[src/rtl/alu_issue_pkg.sv]
// Shared constants for the alu issue stage: alu control-code layout and response buffer sizing.
package alu_issue_pkg;
    localparam int           ALU_PI_W   = 4;
    localparam logic [3:0]   IDLE_CODE  = 4'b0000;
    localparam int           PI_INHIBIT = 1;
    localparam int           PI_A       = 2;
    localparam int           PI_B       = 3;
    localparam int           RSP_DEPTH  = 2;
    // Response entry is packed {result, echo, tag}; these are its non-tag bits above the tag.
    localparam int           RSP_META_W = 2;
endpackage

[src/rtl/alu_issue_if.sv]
// Request, alu and response signals of the issue stage; slave is the stage, master its environment.
interface alu_issue_if
    import alu_issue_pkg::*;
#(
    parameter int DEPTH = 4,
    parameter int TAG_W = 4
);
    logic                    req_valid;
    logic                    req_ready;
    logic [ALU_PI_W-1:0]     req_data;
    logic [TAG_W-1:0]        req_tag;
    logic [ALU_PI_W-1:0]     alu_pi;
    logic                    alu_po0;
    logic                    alu_po1;
    logic                    rsp_valid;
    logic                    rsp_ready;
    logic                    rsp_result;
    logic                    rsp_echo;
    logic [TAG_W-1:0]        rsp_tag;
    logic [$clog2(DEPTH):0]  occupancy;

    modport slave (
        input  req_valid, req_data, req_tag, alu_po0, alu_po1, rsp_ready,
        output req_ready, alu_pi, rsp_valid, rsp_result, rsp_echo, rsp_tag, occupancy
    );

    modport master (
        output req_valid, req_data, req_tag, alu_po0, alu_po1, rsp_ready,
        input  req_ready, alu_pi, rsp_valid, rsp_result, rsp_echo, rsp_tag, occupancy
    );
endinterface

[src/rtl/alu_issue_fifo.sv]
// Generic synchronous FIFO; DEPTH must be a power of two so the pointers wrap naturally.
module alu_issue_fifo #(
    parameter int WIDTH = 8,
    parameter int DEPTH = 4
) (
    input  logic                    clk_i,
    input  logic                    rst_i,
    input  logic                    push_i,
    input  logic [WIDTH-1:0]        wdata_i,
    input  logic                    pop_i,
    output logic [WIDTH-1:0]        rdata_o,
    output logic                    full_o,
    output logic                    empty_o,
    output logic [$clog2(DEPTH):0]  count_o
);
    localparam int PTR_W = $clog2(DEPTH);
    localparam int CNT_W = PTR_W + 1;

    logic [WIDTH-1:0] mem [DEPTH];
    logic [PTR_W-1:0] wr_ptr_q, wr_ptr_d, rd_ptr_q, rd_ptr_d;
    logic [CNT_W-1:0] count_q, count_d;
    logic             do_push, do_pop;

    assign full_o  = (count_q == CNT_W'(DEPTH));
    assign empty_o = (count_q == '0);
    assign count_o = count_q;
    assign rdata_o = mem[rd_ptr_q];
    assign do_push = push_i & ~full_o;
    assign do_pop  = pop_i & ~empty_o;

    always_comb begin
        wr_ptr_d = wr_ptr_q + PTR_W'(do_push);
        rd_ptr_d = rd_ptr_q + PTR_W'(do_pop);
        count_d  = count_q + CNT_W'(do_push) - CNT_W'(do_pop);
    end

    always_ff @(posedge clk_i) begin
        if (rst_i) begin
            wr_ptr_q <= '0;
            rd_ptr_q <= '0;
            count_q  <= '0;
        end else begin
            wr_ptr_q <= wr_ptr_d;
            rd_ptr_q <= rd_ptr_d;
            count_q  <= count_d;
        end
    end

    always_ff @(posedge clk_i) begin
        if (do_push) mem[wr_ptr_q] <= wdata_i;
    end
endmodule

[src/rtl/alu_issue_stage.sv]
// Queues tagged alu control codes, issues one per cycle under a 2-slot response credit,
// and pairs each registered alu result with its tag and echo for in-order return.
module alu_issue_stage
    import alu_issue_pkg::*;
#(
    parameter int DEPTH = 4,
    parameter int TAG_W = 4
) (
    input  logic      clock,
    input  logic      reset,
    alu_issue_if.slave bus
);
    localparam int CNT_W     = $clog2(DEPTH) + 1;
    localparam int RSP_CNT_W = $clog2(RSP_DEPTH) + 1;

    typedef struct packed {
        logic [ALU_PI_W-1:0] data;
        logic [TAG_W-1:0]    tag;
    } req_entry_t;

    typedef struct packed {
        logic             result;
        logic             echo;
        logic [TAG_W-1:0] tag;
    } rsp_entry_t;

    req_entry_t           req_wdata, req_head;
    logic                 req_push, req_full, req_empty;
    logic [CNT_W-1:0]     req_count;
    rsp_entry_t           rsp_wdata, rsp_head;
    logic                 rsp_push, rsp_pop, rsp_full, rsp_empty;
    logic [RSP_CNT_W-1:0] rsp_count;
    logic                 issue;
    logic [2:0]           credits_used;
    logic                 inflight_q, inflight_d;
    logic [TAG_W-1:0]     cap_tag_q, cap_tag_d;
    logic                 cap_echo_q, cap_echo_d;

    assign bus.req_ready = ~reset & ~req_full;
    assign req_push      = bus.req_valid & bus.req_ready;
    assign req_wdata     = '{data: bus.req_data, tag: bus.req_tag};
    assign bus.occupancy = reset ? '0 : req_count;

    assign bus.rsp_valid  = ~reset & ~rsp_empty;
    assign rsp_pop        = bus.rsp_valid & bus.rsp_ready;
    assign bus.rsp_result = rsp_head.result;
    assign bus.rsp_echo   = rsp_head.echo;
    assign bus.rsp_tag    = rsp_head.tag;

    // A slot freed by this cycle's response pop can be reused at once, hence the
    // combinational path from rsp_ready to alu_pi.
    assign credits_used = 3'(rsp_count) + {2'b00, inflight_q} - {2'b00, rsp_pop};
    assign issue        = ~reset & ~req_empty & (credits_used < 3'd2);
    assign bus.alu_pi   = issue ? req_head.data : IDLE_CODE;

    // alu_po0 only means something the cycle after an issue.
    assign rsp_push  = inflight_q & ~rsp_full;
    assign rsp_wdata = '{result: bus.alu_po0, echo: cap_echo_q, tag: cap_tag_q};

    always_comb begin
        inflight_d = issue;
        cap_tag_d  = cap_tag_q;
        cap_echo_d = cap_echo_q;
        if (issue) begin
            cap_tag_d  = req_head.tag;
            cap_echo_d = bus.alu_po1;
        end
    end

    always_ff @(posedge clock) begin
        if (reset) begin
            inflight_q <= 1'b0;
            cap_tag_q  <= '0;
            cap_echo_q <= 1'b0;
        end else begin
            inflight_q <= inflight_d;
            cap_tag_q  <= cap_tag_d;
            cap_echo_q <= cap_echo_d;
        end
    end

    alu_issue_fifo #(.WIDTH(ALU_PI_W + TAG_W), .DEPTH(DEPTH)) u_req_q (
        .clk_i   (clock),
        .rst_i   (reset),
        .push_i  (req_push),
        .wdata_i (req_wdata),
        .pop_i   (issue),
        .rdata_o (req_head),
        .full_o  (req_full),
        .empty_o (req_empty),
        .count_o (req_count)
    );

    alu_issue_fifo #(.WIDTH(RSP_META_W + TAG_W), .DEPTH(RSP_DEPTH)) u_rsp_q (
        .clk_i   (clock),
        .rst_i   (reset),
        .push_i  (rsp_push),
        .wdata_i (rsp_wdata),
        .pop_i   (rsp_pop),
        .rdata_o (rsp_head),
        .full_o  (rsp_full),
        .empty_o (rsp_empty),
        .count_o (rsp_count)
    );
endmodule

[src/flat_wrapper.sv]
// flat-port wrapper written by rule: the top's interface ports become plain ports
module alu_issue_stage_flat import alu_issue_pkg::*;
#(
    parameter int DEPTH = 4,
    parameter int TAG_W = 4
)
  (clock, reset, bus_req_valid, bus_req_data, bus_req_tag, bus_alu_po0, bus_alu_po1, bus_rsp_ready, bus_req_ready, bus_alu_pi, bus_rsp_valid, bus_rsp_result, bus_rsp_echo, bus_rsp_tag, bus_occupancy);
  alu_issue_if #(.DEPTH(DEPTH), .TAG_W(TAG_W)) bus_i ();
  input  logic clock;
  input  logic reset;
  input wire logic [$bits(bus_i.req_valid)-1:0] bus_req_valid;
  input wire logic [$bits(bus_i.req_data)-1:0] bus_req_data;
  input wire logic [$bits(bus_i.req_tag)-1:0] bus_req_tag;
  input wire logic [$bits(bus_i.alu_po0)-1:0] bus_alu_po0;
  input wire logic [$bits(bus_i.alu_po1)-1:0] bus_alu_po1;
  input wire logic [$bits(bus_i.rsp_ready)-1:0] bus_rsp_ready;
  output wire logic [$bits(bus_i.req_ready)-1:0] bus_req_ready;
  output wire logic [$bits(bus_i.alu_pi)-1:0] bus_alu_pi;
  output wire logic [$bits(bus_i.rsp_valid)-1:0] bus_rsp_valid;
  output wire logic [$bits(bus_i.rsp_result)-1:0] bus_rsp_result;
  output wire logic [$bits(bus_i.rsp_echo)-1:0] bus_rsp_echo;
  output wire logic [$bits(bus_i.rsp_tag)-1:0] bus_rsp_tag;
  output wire logic [$bits(bus_i.occupancy)-1:0] bus_occupancy;
  assign bus_i.req_valid = bus_req_valid;
  assign bus_i.req_data = bus_req_data;
  assign bus_i.req_tag = bus_req_tag;
  assign bus_i.alu_po0 = bus_alu_po0;
  assign bus_i.alu_po1 = bus_alu_po1;
  assign bus_i.rsp_ready = bus_rsp_ready;
  assign bus_req_ready = bus_i.req_ready;
  assign bus_alu_pi = bus_i.alu_pi;
  assign bus_rsp_valid = bus_i.rsp_valid;
  assign bus_rsp_result = bus_i.rsp_result;
  assign bus_rsp_echo = bus_i.rsp_echo;
  assign bus_rsp_tag = bus_i.rsp_tag;
  assign bus_occupancy = bus_i.occupancy;
  alu_issue_stage #(.DEPTH(DEPTH), .TAG_W(TAG_W)) u_core (.clock(clock), .reset(reset), .bus(bus_i));
endmodule
[config.mk]
export PLATFORM = sky130hd
export DESIGN_NAME = alu_issue_stage_flat
export DESIGN_NICKNAME = d
export VERILOG_FILES = /design/src/rtl/alu_issue_pkg.sv /design/src/rtl/alu_issue_if.sv /design/src/rtl/alu_issue_fifo.sv /design/src/rtl/alu_issue_stage.sv /design/src/flat_wrapper.sv
export SDC_FILE = /design/constraint.sdc
export NUM_CORES = 1
export LEC_CHECK = 0
export CAP_MARGIN = 20
export CORE_UTILIZATION = 60
export CTS_CLUSTER_DIAMETER = 40
export DETAILED_ROUTE_END_ITERATION = 10
export DONT_BUFFER_PORTS = 1
export GPL_ROUTABILITY_DRIVEN = 0
export PLACE_DENSITY = 0.88
export SLEW_MARGIN = 10
export SYNTH_ARGS = -nofsm -noshare
export SYNTH_HDL_FRONTEND = slang
export SYNTH_SLANG_ARGS = --single-unit
[constraint.sdc]
create_clock -name clock -period 11.2 [get_ports clock]
set_input_delay 2.24 -clock clock [delete_from_list [all_inputs] [get_ports clock]]
set_output_delay 2.24 -clock clock [all_outputs]
set_load 0.05 [all_outputs]
==> flow_summary.toml <==
[outcome]
run_status = "finished clean"

[timing]
slew_headroom = 0.318
holdWs_ps = 459
drv_slew = 0
skew_ps = 5.82
max_freq_ghz = 0.142
fin_crit_sh = 0.630
min_period_ps = 7060
final.setup.tns_ps = 0
rsz0062_at_grt = "no"
hold_violations = 0
setup_violations = 0
worstMarginPinSlew_ps = 1030

[critical_path]
worstSetupPathType = "input port to output port"
worst_setup_path_start_kind = "input port"
cp_max_fo = 25
cp_data_arrival_time_ps = 4820
crit_path_end_kind = "output port"
crit_required_ps = 8960

[drt]
post-route-drc-count = 0
dr.pass1.iters = 4
initialDrtViolationCount = 70
wirelength_um = 3990
num_vias = 1358
vias_per_cell = 5.93
antenna_left = 0
wire_per_inst_um = 17.4

[clock_tree]
cts_buffer_depth = 2
tritoncts = "built"
clk_latency_ps = 330
clock-sinks = 61
cts_root_buf = "clkbuf_8"
cts_inserted_buffers = 9
htreeDepth = 3
clk_pin_slew_worst_paths_ps = 60
cts_setup_buffers = 0
cts_resized = 0
cts_hold_buf = 0

[synthesis]
netlist-cell-type-count = 34
synth_common_cells = "edfxtp_1 (44), dfxtp_1 (17), nor2_1 (10)"
syn_nets = 189
syn_area_um2 = 2560
synth.top_cell.area_share = 0.516
ys_seq_area_frac = 0.649
synth_seq_cells = 61
async_flop_share = 0
synth_ff_type = "edfxtp_1"
synth.most_common_cell = "edfxtp_1"
synth_edf_count = 44
yosysTopAreaCell = "edfxtp_1"
synth_cells = 166
netlist_top_cells_area = "edfxtp_1 (52%), dfxtp_1 (13%), mux4_2 (7.0%)"
syn_avg_cell_area_um2 = 15.4
ys.warnings.count = 0

[cells_and_area]
fillers = 275
syn_to_final_growth_pct = 10.1
nets = 197
antenna_cells = 0
drive_gt1_frac = 0.212

[placement]
port_buffers = 0
hpwl_um = 2730

[power]
p_leak_uw = 0.00101
irDropWorstVdd_v = 0.000134
p_total_uw = 766
powerDensity_nw_per_um2 = 272

[flow_run]
cap_viol_max_count = 0

[global_routing]
grt_overflow = 0
first_global_vias = 1429
grt_max_degree = 26
grt_first_pass_wirelength_um = 6460
antenna_found_initial = 0
grt.total_usage = 0.217

[die]
die_h_um = 67.3
die-area_um2 = 4530
initial_core_util = 0.631
die_w_um = 67.3
core_area_um2 = 4060
num_rows = 23
ios = 29

[min_path]
hp-class = "register to register"
==> power by group <==
part	internal [uW]	total (uW)	switching [uW]
registers	283	317	34.6
clock network	124	202	77.9
logic	90.0	247	157
==> path summary, 6_finish.rpt <==
kind | slack (ps) | start | endpoint | cells after the start
max reg2reg | 7420 | u_core.u_rsp_q.count_o[1]$_SDFF_PP0_ | u_core.u_req_q.count_o[2]$_SDFF_PP0_ | 13
min | 460 | u_core.cap_tag_q[0]$_SDFFE_PP0P_ | u_core.u_rsp_q.mem[1][0]$_DFFE_PP_ | 0
max | 4140 | reset | bus_alu_pi[1] | 8
min reg2reg | 460 | u_core.cap_tag_q[0]$_SDFFE_PP0P_ | u_core.u_rsp_q.mem[1][0]$_DFFE_PP_ | 0
==> per-stage QoR <==
stage / cells / cell area, um2 / utilization / worst slack (ps)
final: 229 / 2820 / 0.695 / 4140
after global routing: 229 / 2820 / 0.695 / 3990
after CTS: 229 / 2820 / 0.695 / 4130
after global placement: 213 / 2610 / 0.644 / 4330
after detailed placement: 213 / 2610 / 0.644 / 4130
after floorplan: 166 / 2560 / - / 4540
==> placed cells by master, fill, tap and decap left out, types with 2 or more instances in the layout <==
master	synthesis	layout
mux2_2	6	6
ha_1	7	7
nor2b_1	7	7
nand2b_1	2	2
dfxtp_1	17	17
inv_2	2	2
nor3b_1	2	2
or3_1	2	2
clkbuf_1	2	2
clkinv_2	0	3
nor2_1	10	10
nand4_1	5	5
o31ai_1	5	5
inv_1	9	9
mux4_2	8	8
a21oi_1	7	7
fa_1	2	2
edfxtp_1	44	44
clkbuf_8	0	9
and2_1	4	4
buf_4	0	3
bufinv_16	0	2
o21ai_0	2	2
xnor2_1	7	7
==> sequential cells by signal (all words and copies together) (netlist names) <==
register and count:
u_core.u_req_q.mem 32, u_core.u_rsp_q.mem 12, u_core.cap_tag_q 4, u_core.u_req_q.count_o 3
u_core.u_req_q.rd_ptr_q 2, u_core.u_req_q.wr_ptr_q 2, u_core.u_rsp_q.count_o 2, u_core.cap_echo_q 1
u_core.inflight_q 1, u_core.u_rsp_q.rd_ptr_q 1, u_core.u_rsp_q.wr_ptr_q 1
==> layout make-up <==
cell class | instances | area, um2 | area share
Tap cell | 50 | 62.6 | 0.0222
Timing Repair Buffer | 3 | 22.5 | 0.00799
Sequential cell | 61 | 1660 | 0.589
Inverter | 11 | 41.3 | 0.0146
Multi-Input combinational cell | 88 | 825 | 0.292
Clock buffer | 11 | 131 | 0.0466
Clock inverter | 5 | 75.1 | 0.0266
==> metal layers <==
layer / share of wire / GRT usage
met2: 0.53 / 0.375
met1: 0.36 / 0.203
met5: 0 / 0
met4: 0.025 / 0.0984
met3: 0.081 / 0.127
==> critical path: stages <==
cell	delay (ps)
o21bai_1	200
nor2_1	150
ha_1	240
nand2b_1	160
fa_1	660
inv_2	150
nor4_4	500
and2_1	520
==> cells by family after synthesis <==
family	after synthesis	synth area share
muxes	15	0.103
DFF	61	0.649
AOI/OAI and AO/OA	18	0.0454
xor gates and xnor gates	8	0.0303
buffers and inverters	17	0.0293
adders and majority gates	9	0.0498
and+or+nand+nor	38	0.0938
Power figures use the tool's default switching activity.
